[config.mk]
export PLATFORM = sky130hd
export DESIGN_NAME = ddr3_line_reader_flat
export DESIGN_NICKNAME = d
export VERILOG_FILES = /design/src/rtl/ddr3_line_reader_if.sv /design/src/rtl/ddr3_line_reader.sv /design/src/flat_wrapper.sv
export SDC_FILE = /design/constraint.sdc
export NUM_CORES = 1
export LEC_CHECK = 0
export ABC_AREA = 1
export CAP_MARGIN = 20
export CORE_ASPECT_RATIO = 0.6
export CORE_MARGIN = 2
export CORE_UTILIZATION = 30
export CTS_CLUSTER_SIZE = 30
export DETAILED_ROUTE_END_ITERATION = 16
export GPL_TIMING_DRIVEN = 1
export PLACE_DENSITY_LB_ADDON = 0.15
export SETUP_SLACK_MARGIN = 0.15
export SLEW_MARGIN = 30
export SYNTH_ARGS = -nofsm -noshare
export SYNTH_HDL_FRONTEND = slang
export SYNTH_SLANG_ARGS = --single-unit
[constraint.sdc]
create_clock -name clk -period 3.6 [get_ports clk]
set_clock_uncertainty 0.1 [all_clocks]
set_input_delay 0.36 -clock clk [delete_from_list [all_inputs] [get_ports clk]]
set_output_delay 0.36 -clock clk [all_outputs]
set_load 0.005 [all_outputs]
[src/rtl/ddr3_line_reader_if.sv]
`default_nettype none
// ============================================================================
// Module : ddr3_line_reader_if
// Brief  : Command, wrapper read request/return and pixel stream bundle.
// Rev    : 1.0
// ============================================================================
interface ddr3_line_reader_if #(
  parameter int ADDR_W = 16
);
  logic              start;
  logic [ADDR_W-1:0] base_addr;
  logic [15:0]       length;
  logic              busy;
  logic              done;
  logic              rd_en;
  logic [ADDR_W-1:0] rd_addr;
  logic              app_rd_data_valid;
  logic [63:0]       app_rd_data;
  logic              px_valid;
  logic [47:0]       px_data;
  logic              px_ready;
  logic              overflow;

  modport master (
    input  start, base_addr, length, app_rd_data_valid, app_rd_data, px_ready,
    output busy, done, rd_en, rd_addr, px_valid, px_data, overflow
  );

  modport slave (
    output start, base_addr, length, app_rd_data_valid, app_rd_data, px_ready,
    input  busy, done, rd_en, rd_addr, px_valid, px_data, overflow
  );
endinterface
`default_nettype wire

[src/rtl/ddr3_line_reader.sv]
`default_nettype none
// ============================================================================
// Module : ddr3_line_reader
// Brief  : Credit-limited DDR3 word reader feeding a 48-bit pixel FIFO/stream.
// Rev    : 1.0
// ============================================================================
module ddr3_line_reader #(
  parameter int FIFO_DEPTH = 16,
  parameter int ISSUE_GAP  = 4,
  parameter int ADDR_W     = 16
) (
  input  logic               clk,
  input  logic               rst,
  ddr3_line_reader_if.master bus
);

  localparam int PTR_W = $clog2(FIFO_DEPTH);
  localparam int CNT_W = PTR_W + 1;
  localparam int GAP_W = $clog2(ISSUE_GAP) + 1;
  localparam logic [CNT_W-1:0] DEPTH_C    = CNT_W'(FIFO_DEPTH);
  localparam logic [GAP_W-1:0] GAP_RELOAD = GAP_W'(ISSUE_GAP - 1);

  typedef enum logic [1:0] {
    S_IDLE  = 2'd0,
    S_ISSUE = 2'd1,
    S_DRAIN = 2'd2,
    S_FIN   = 2'd3
  } state_t;

  state_t            state_q, state_d;
  logic [ADDR_W-1:0] addr_q, addr_d;
  logic [15:0]       iss_left_q, iss_left_d;
  logic [15:0]       rx_left_q, rx_left_d;
  logic [CNT_W-1:0]  out_q, out_d;
  logic [GAP_W-1:0]  gap_q, gap_d;
  logic [PTR_W-1:0]  wr_ptr_q, wr_ptr_d;
  logic [PTR_W-1:0]  rd_ptr_q, rd_ptr_d;
  logic [CNT_W-1:0]  count_q, count_d;
  logic              overflow_q, overflow_d;
  logic [47:0]       mem_q [FIFO_DEPTH];

  logic active, pop, push_req, push, drop, issue;
  logic unused_hi_bits;

  assign unused_hi_bits = ^bus.app_rd_data[63:48];

  always_comb begin
    state_d    = state_q;
    addr_d     = addr_q;
    iss_left_d = iss_left_q;
    rx_left_d  = rx_left_q;
    out_d      = out_q;
    gap_d      = gap_q;
    wr_ptr_d   = wr_ptr_q;
    rd_ptr_d   = rd_ptr_q;
    count_d    = count_q;
    overflow_d = overflow_q;

    active   = (state_q != S_IDLE);
    pop      = (count_q != '0) && bus.px_ready;
    push_req = active && bus.app_rd_data_valid;
    push     = push_req && ((count_q != DEPTH_C) || pop);
    drop     = push_req && !push;
    // Credits include in-flight requests so every return has a free slot.
    issue    = (state_q == S_ISSUE) && (gap_q == '0) && (iss_left_q != '0) &&
               (({1'b0, count_q} + {1'b0, out_q}) < {1'b0, DEPTH_C});

    if (gap_q != '0) gap_d = gap_q - 1'b1;
    if (issue) begin
      addr_d     = addr_q + 1'b1;
      iss_left_d = iss_left_q - 1'b1;
      gap_d      = GAP_RELOAD;
    end

    if (issue && !push_req)                      out_d = out_q + 1'b1;
    else if (!issue && push_req && out_q != '0)  out_d = out_q - 1'b1;

    if (push_req && rx_left_q != '0) rx_left_d = rx_left_q - 1'b1;

    if (push) wr_ptr_d = wr_ptr_q + 1'b1;
    if (pop)  rd_ptr_d = rd_ptr_q + 1'b1;
    case ({push, pop})
      2'b10:   count_d = count_q + 1'b1;
      2'b01:   count_d = count_q - 1'b1;
      default: count_d = count_q;
    endcase
    if (drop) overflow_d = 1'b1;

    case (state_q)
      S_IDLE: begin
        if (bus.start) begin
          addr_d     = bus.base_addr;
          iss_left_d = bus.length;
          rx_left_d  = bus.length;
          out_d      = '0;
          gap_d      = '0;
          // Zero length passes through DRAIN, so done lands two cycles after start.
          state_d    = (bus.length == 16'd0) ? S_DRAIN : S_ISSUE;
        end
      end
      S_ISSUE: if (issue && iss_left_q == 16'd1) state_d = S_DRAIN;
      S_DRAIN: if (rx_left_d == 16'd0 && count_d == '0) state_d = S_FIN;
      S_FIN:   state_d = S_IDLE;
      default: state_d = S_IDLE;
    endcase
  end

  always_ff @(posedge clk) begin
    if (rst) begin
      state_q    <= S_IDLE;
      addr_q     <= '0;
      iss_left_q <= '0;
      rx_left_q  <= '0;
      out_q      <= '0;
      gap_q      <= '0;
      wr_ptr_q   <= '0;
      rd_ptr_q   <= '0;
      count_q    <= '0;
      overflow_q <= 1'b0;
    end else begin
      state_q    <= state_d;
      addr_q     <= addr_d;
      iss_left_q <= iss_left_d;
      rx_left_q  <= rx_left_d;
      out_q      <= out_d;
      gap_q      <= gap_d;
      wr_ptr_q   <= wr_ptr_d;
      rd_ptr_q   <= rd_ptr_d;
      count_q    <= count_d;
      overflow_q <= overflow_d;
    end
  end

  always_ff @(posedge clk) begin
    if (!rst && push) mem_q[wr_ptr_q] <= bus.app_rd_data[47:0];
  end

  assign bus.rd_en    = issue;
  assign bus.rd_addr  = addr_q;
  assign bus.busy     = (state_q == S_ISSUE) || (state_q == S_DRAIN);
  assign bus.done     = (state_q == S_FIN);
  assign bus.px_valid = (count_q != '0);
  assign bus.px_data  = (count_q != '0) ? mem_q[rd_ptr_q] : '0;
  assign bus.overflow = overflow_q;

endmodule
`default_nettype wire

[src/flat_wrapper.sv]
// flat-port wrapper written by rule: the top's interface ports become plain ports
module ddr3_line_reader_flat 
#(
  parameter int FIFO_DEPTH = 16,
  parameter int ISSUE_GAP  = 4,
  parameter int ADDR_W     = 16
)
  (clk, rst, bus_start, bus_base_addr, bus_length, bus_app_rd_data_valid, bus_app_rd_data, bus_px_ready, bus_busy, bus_done, bus_rd_en, bus_rd_addr, bus_px_valid, bus_px_data, bus_overflow);
  ddr3_line_reader_if #(.ADDR_W(ADDR_W)) bus_i ();
  input  logic clk;
  input  logic rst;
  input wire logic [$bits(bus_i.start)-1:0] bus_start;
  input wire logic [$bits(bus_i.base_addr)-1:0] bus_base_addr;
  input wire logic [$bits(bus_i.length)-1:0] bus_length;
  input wire logic [$bits(bus_i.app_rd_data_valid)-1:0] bus_app_rd_data_valid;
  input wire logic [$bits(bus_i.app_rd_data)-1:0] bus_app_rd_data;
  input wire logic [$bits(bus_i.px_ready)-1:0] bus_px_ready;
  output wire logic [$bits(bus_i.busy)-1:0] bus_busy;
  output wire logic [$bits(bus_i.done)-1:0] bus_done;
  output wire logic [$bits(bus_i.rd_en)-1:0] bus_rd_en;
  output wire logic [$bits(bus_i.rd_addr)-1:0] bus_rd_addr;
  output wire logic [$bits(bus_i.px_valid)-1:0] bus_px_valid;
  output wire logic [$bits(bus_i.px_data)-1:0] bus_px_data;
  output wire logic [$bits(bus_i.overflow)-1:0] bus_overflow;
  assign bus_i.start = bus_start;
  assign bus_i.base_addr = bus_base_addr;
  assign bus_i.length = bus_length;
  assign bus_i.app_rd_data_valid = bus_app_rd_data_valid;
  assign bus_i.app_rd_data = bus_app_rd_data;
  assign bus_i.px_ready = bus_px_ready;
  assign bus_busy = bus_i.busy;
  assign bus_done = bus_i.done;
  assign bus_rd_en = bus_i.rd_en;
  assign bus_rd_addr = bus_i.rd_addr;
  assign bus_px_valid = bus_i.px_valid;
  assign bus_px_data = bus_i.px_data;
  assign bus_overflow = bus_i.overflow;
  ddr3_line_reader #(.FIFO_DEPTH(FIFO_DEPTH), .ISSUE_GAP(ISSUE_GAP), .ADDR_W(ADDR_W)) u_core (.clk(clk), .rst(rst), .bus(bus_i));
endmodule
After elaboration in Yosys (flattened, before gate mapping):

Memories as Yosys holds them, arrays and structs flattened. A register that Yosys moved wholly into a read port is not among the register bits.
Cells that the tools add are included.

* input port bits: 101
* RAM bits: 768
* logic and storage cells: 93
* memories kept: 1
* register bits after elaboration: 72
* output and inout bits: 69

Memory list
* u_core.mem_q: depth 16, bits a word 48, rd ports 1, clocked after Yosys merged registers in 1, write ports 1, line ddr3_line_reader.sv:40 `logic [47:0] mem_q [FIFO_DEPTH];`

* $add $sub $neg: 11
* $lt $le $gt $ge: 1
* reductions and logical operators: 32
* equal/unequal tests: 10
* mux-type cells: 28

Operators with widths (count)
* 16-bit 2-to-1 mux: 9
* 48-bit 2-to-1 mux: 1
* 16-bit logical NOT: 2
* 16-bit nonzero test: 2
* 16-bit by 1-bit subtractor with 16-bit output, second input constant: 2
* 5-bit 2-to-1 mux: 4
* 16-bit by 1-bit adder with 16-bit output, second input constant: 1
* 16-bit by 1-bit equality test with 1-bit output, second input constant: 1
* 1-bit logical AND: 14
* 3-bit 2-to-1 mux: 4
* 5-bit by 1-bit adder with 5-bit output, second input constant: 2
* 5-bit one-hot mux with 2 select lines: 1
* 5-bit nonzero test: 2
* 5-bit by 1-bit subtractor with 5-bit output, second input constant: 2
* 4-bit by 1-bit adder with 4-bit output, second input constant: 2
* 2-bit 2-to-1 mux: 4
* 4-bit 2-to-1 mux: 2
* 2-bit one-hot mux with 4 select lines: 1
* 5-bit by 5-bit adder with 6-bit output: 1
* 2-bit equality test, second input constant: 3
* 6-bit by 5-bit < comparator with 1-bit output, second input constant: 1
* 5-bit logical NOT: 1
* 5-bit inequality test, second input constant: 1
* 2-bit by 1-bit equality test with 1-bit output, second input constant: 2
* other kinds (11): 17

Logic depth before layout (Yosys ltp):

* depth in word-level cells: 11
* mapped depth: 19
* gate-level depth less buffers: 19

Least setup slack after synthesis:

Ideal clock, no wire load.

* path type: register to register
* start point: register u_core.state_q[0]
* end point: memory u_core.mem_q[11][0], enable pin
* buffers on the path: 0
* stages on the path, launching flop included: 8
* arrival time: 3.366 ns
* path slack: -0.319 ns
* data required time: 3.046 ns
* setup time: 0.454 ns
* period minus slack after synthesis: 3.919 ns
* cells stage by stage: dfxtp_1 inv_1 ha_1 nor2_4 nand2_2 inv_2 nand2_1 nor2_1

* longest elaborated chain between the ends: 6

RTL lines
* from (decl): line ddr3_line_reader.sv:30 `state_t state_q, state_d;`
* from (signal assigned): line ddr3_line_reader.sv:121 `state_q <= state_d;`
* 2-bit nonzero test: line ddr3_line_reader.sv:59 `active = (state_q != S_IDLE);`
* 1-bit logical AND: line ddr3_line_reader.sv:61 `push_req = active && bus.app_rd_data_valid;`
* 1-bit logical AND: line ddr3_line_reader.sv:62 `push = push_req && ((count_q != DEPTH_C) || pop);`
* 1-bit logical AND: line ddr3_line_reader.sv:135 `if (!rst && push) mem_q[wr_ptr_q] <= bus.app_rd_data[47:0];`
* 1-bit 2-to-1 mux: line ddr3_line_reader.sv:135
* 1-bit 2-to-1 mux (not written as such): line ddr3_line_reader.sv:135
* to (decl): line ddr3_line_reader.sv:40

Every way passes these cells.

==> metrics <==
post-route ant nets=0; GPL Wtd Cong=0.8203; grt peak-use layer=met2; FF+latch count, synth=844; Residual DRC=0; fmax=290.1 MHz; Worst R2R Path Depth=19; relative slew slack=51.41%; CTS H-tree lvls=3; Required @ worst endpoint=3.14 ns; RR Startpoint=u_core.count_q[1]; minimum clock period=3.447 ns; met3 GRT Util=3.264%; initial DRC count=2434; worst reg2reg setup slack=0.55 ns; Final Hold Vio Count=0; met2 Usage GRT=28.36%; worst vdd ir=439.2 uV; Core ar.=114200 sq um; crit-path max cell delay=0.50 ns; die height=266.9 um; Cell Rows=96; CP Launch Type=flip-flop; clock transition at the registers of the reported paths=0.06 ns; utilization after layout=37.55%; Inserted Clock Buffers=85; clock tree sinks=844; WP data arrival=2.99 ns; Placed Instances=4467; Post-Syn Nets=2993; final setup violation count=0; Syn Area/Cell=12.06 sq um; detailed-router iteration count before antenna repair=5; Mapped Cells=2865; Worst-Skew Late Latency=0.67 ns; port bufs=153; wirelength, routed=112900 um; global-route wire length before repair=162400 um; Worst Max-Slew Pin Slew=0.7262 ns; fin. max-slew vios=0; vias in the first global route=23650; min-delay worst type=in -> reg; Layout fillers=10840; final period utilization=95.75%; hold endpoint=u_core.bus.rd_addr[1]; critical path capture point type=primary output; Die W=442.2 um; Seq/Total Area, Yosys=71.12%; initial antenna violation count=11; Top FF cell, synth=edfxtp_1; area of the multi-input gates=9035 sq um; grt met1 use=27.75%; DIE AREA=118000 sq um; largest net degree at the start of global routing=97; Cell Chain, Critical Path=buf_16, inv_12, buf_16, bufbuf_16, o21ai_0, o221ai_1, nand3_1, a21oi_2, buf_4, clkdlybuf4s50_1; Worst Path Max Fanout=12; most frequent cells in the layout=768 x edfxtp_1, 524 x nor2_1, 458 x o21ai_0, 167 x nand2_1, 150 x o221ai_1; Ports=170; min-delay src=bus_base_addr[1]; status=complete, no violations; most common cell after layout, fill and taps aside=edfxtp_1; largest buffer count on any clock path=3; layout cell share with drive strength beyond 1=12.02%; setup_tns=0 ns; CP max stage cell=clkdlybuf4s50_1; area grow syn2layout=24.11%; leakage power=14.83 nW; CTS tree=yes; hold_buf cts=0; worst r2r dst=u_core.state_q[1]; Starting Density=30.26%; fin cells=4677; final global-route overflow total=0; CP most frequent cell=buf_16; Post-synth EDFFs=768; post-DR wirelength/cell=24.14 um; power per cell area=761.4 nW/um^2; Syn Std Cell Area=34560 sq um; Max Cap Viol=0; via/cell ratio=5.167; RSZ-0062 raised after global routing=true; Global Route Usage Sum=18.78%; depth of the worst hold-timing path=3; via count=24170; final setup margin=0.1528 ns; register area=24600 sq um; Netlist cell types=43; critical path type=reg -> out; Post-synth ARST share=0%; Yosys warning count=0; final net count=3212; detailed placement HPWL=59690 um; Post-Place Setup Slack=0.3576 ns; Root Driver=clkbuf_16
[repair_timing]
action                     4_1_cts  5_1_grt
cloned                          19        2
setup buffers                   21        7
hold endpoints to repair         0        0
resized for setup               94       37
setup endpoints to repair       48       37
pin swaps                       16       21
[logic make-up after synthesis]
group / count (synthesis) / synth area share (%)
flip-flops: 844 / 71.12
adder cells (fa/ha/maj): 27 / 0.9991
AND/OR/NAND/NOR: 892 / 10.69
buffers and inverters: 314 / 3.497
XOR/XNOR: 29 / 0.7349
AO/OA/AOI/OAI: 759 / 12.96
[flip-flops by register name (all words and copies together), names as in the netlist, named ones only]
register             flops
u_core.bus.rd_addr      16
u_core.state_q           2
u_core.rd_ptr_q          4
u_core.rx_left_q        16
u_core.out_q             5
u_core.gap_q             3
u_core.iss_left_q       16
u_core.mem_q           768
u_core.wr_ptr_q          4
u_core.bus.overflow      1
u_core.count_q           5
[how the worst max path moves through the flow]
stage | startpoint | to | slack, ns | cells after the start
finish | flip-flop | bus_px_data[44] | 0.15 | 10
CTS | flip-flop | bus_px_data[15] | 0.007 | 12
floorplan | u_core.state_q[0] | u_core.mem_q[11][0] | -0.32 | 7
global route | flip-flop | bus_px_data[20] | 0.01 | 10
detailed placement | flip-flop | bus_px_data[23] | 0.36 | 10
global placement | flip-flop | bus_px_data[23] | 0.38 | 10
[metrics by stage]
stage / hold slack [ns] / power [mW] / instance area [sq um]
3_5_place_dp: 0.3723 / 22.08 / 38740
5_1_grt: 0.1967 / 34.36 / 42900
3_3_place_gp: 0.3626 / 21.94 / 38740
4_1_cts: 0.1406 / 32.79 / 42670
2_1_floorplan: 0.3589 / 17.08 / 34570
6_report: 0.1966 / 32.66 / 42900
[critical path: cells and delay by family (launching register included)]
family | cells | cell delay (ns)
buffers and inverters | 6 | 1.41
DFF | 1 | 0.36
AOI/OAI and AO/OA | 3 | 0.41
and+or+nand+nor | 1 | 0.12
[where the power goes]
part / internal (mW) / total (mW) / leakage, nW / switching, mW
Combinational: 4.81 / 12.1 / 5.91 / 7.25
Sequential: 11.1 / 11.5 / 7.54 / 0.376
Clock: 5.27 / 9.12 / 1.38 / 3.86
[final cells by class]
type / instances / share of cell area, %
multi-input cells: 1707 / 21.06
diodes: 4 / 0.02333
flip-flops and latches: 844 / 57.34
repair buffers: 312 / 9.257
repair inverters: 1 / 0.02042
clock inverters: 56 / 1.356
clock buffers: 101 / 5.247
inverters: 133 / 1.269
well taps: 1519 / 4.430
[metal layers]
metal / share of wire (%) / wire length [um]
met1: 49 / 54760
met2: 43 / 48900
met3: 6.1 / 6846
met4: 2.1 / 2349
met5: 0.023 / 26
[Yosys cell counts (3+ instances only)]
master	instances	area, sq um
nand2_1	167	626.9
nand3_1	122	610.6
xor2_1	20	175.2
buf_2	10	50.05
nand4_1	9	56.30
o21ai_0	459	2297
o211ai_1	7	52.55
o22ai_1	42	262.8
nor2_4	4	45.04
nand2_2	10	62.56
xnor2_1	9	78.83
buf_1	12	45.04
clkinv_1	3	11.26
o221ai_1	151	1323
nor3_1	16	80.08
ha_1	26	325.3
edfxtp_1	768	23060
dfxtp_1	76	1521
clkbuf_1	157	589.3
a31oi_1	3	18.77
nor2_1	541	2031
nor4_1	4	25.02
inv_1	125	469.2
nand3b_1	5	37.54
inv_2	4	15.01
a21oi_1	81	405.4
o21ai_1	6	30.03
nor2_2	6	37.54
(Power assumes the default switching activity.)
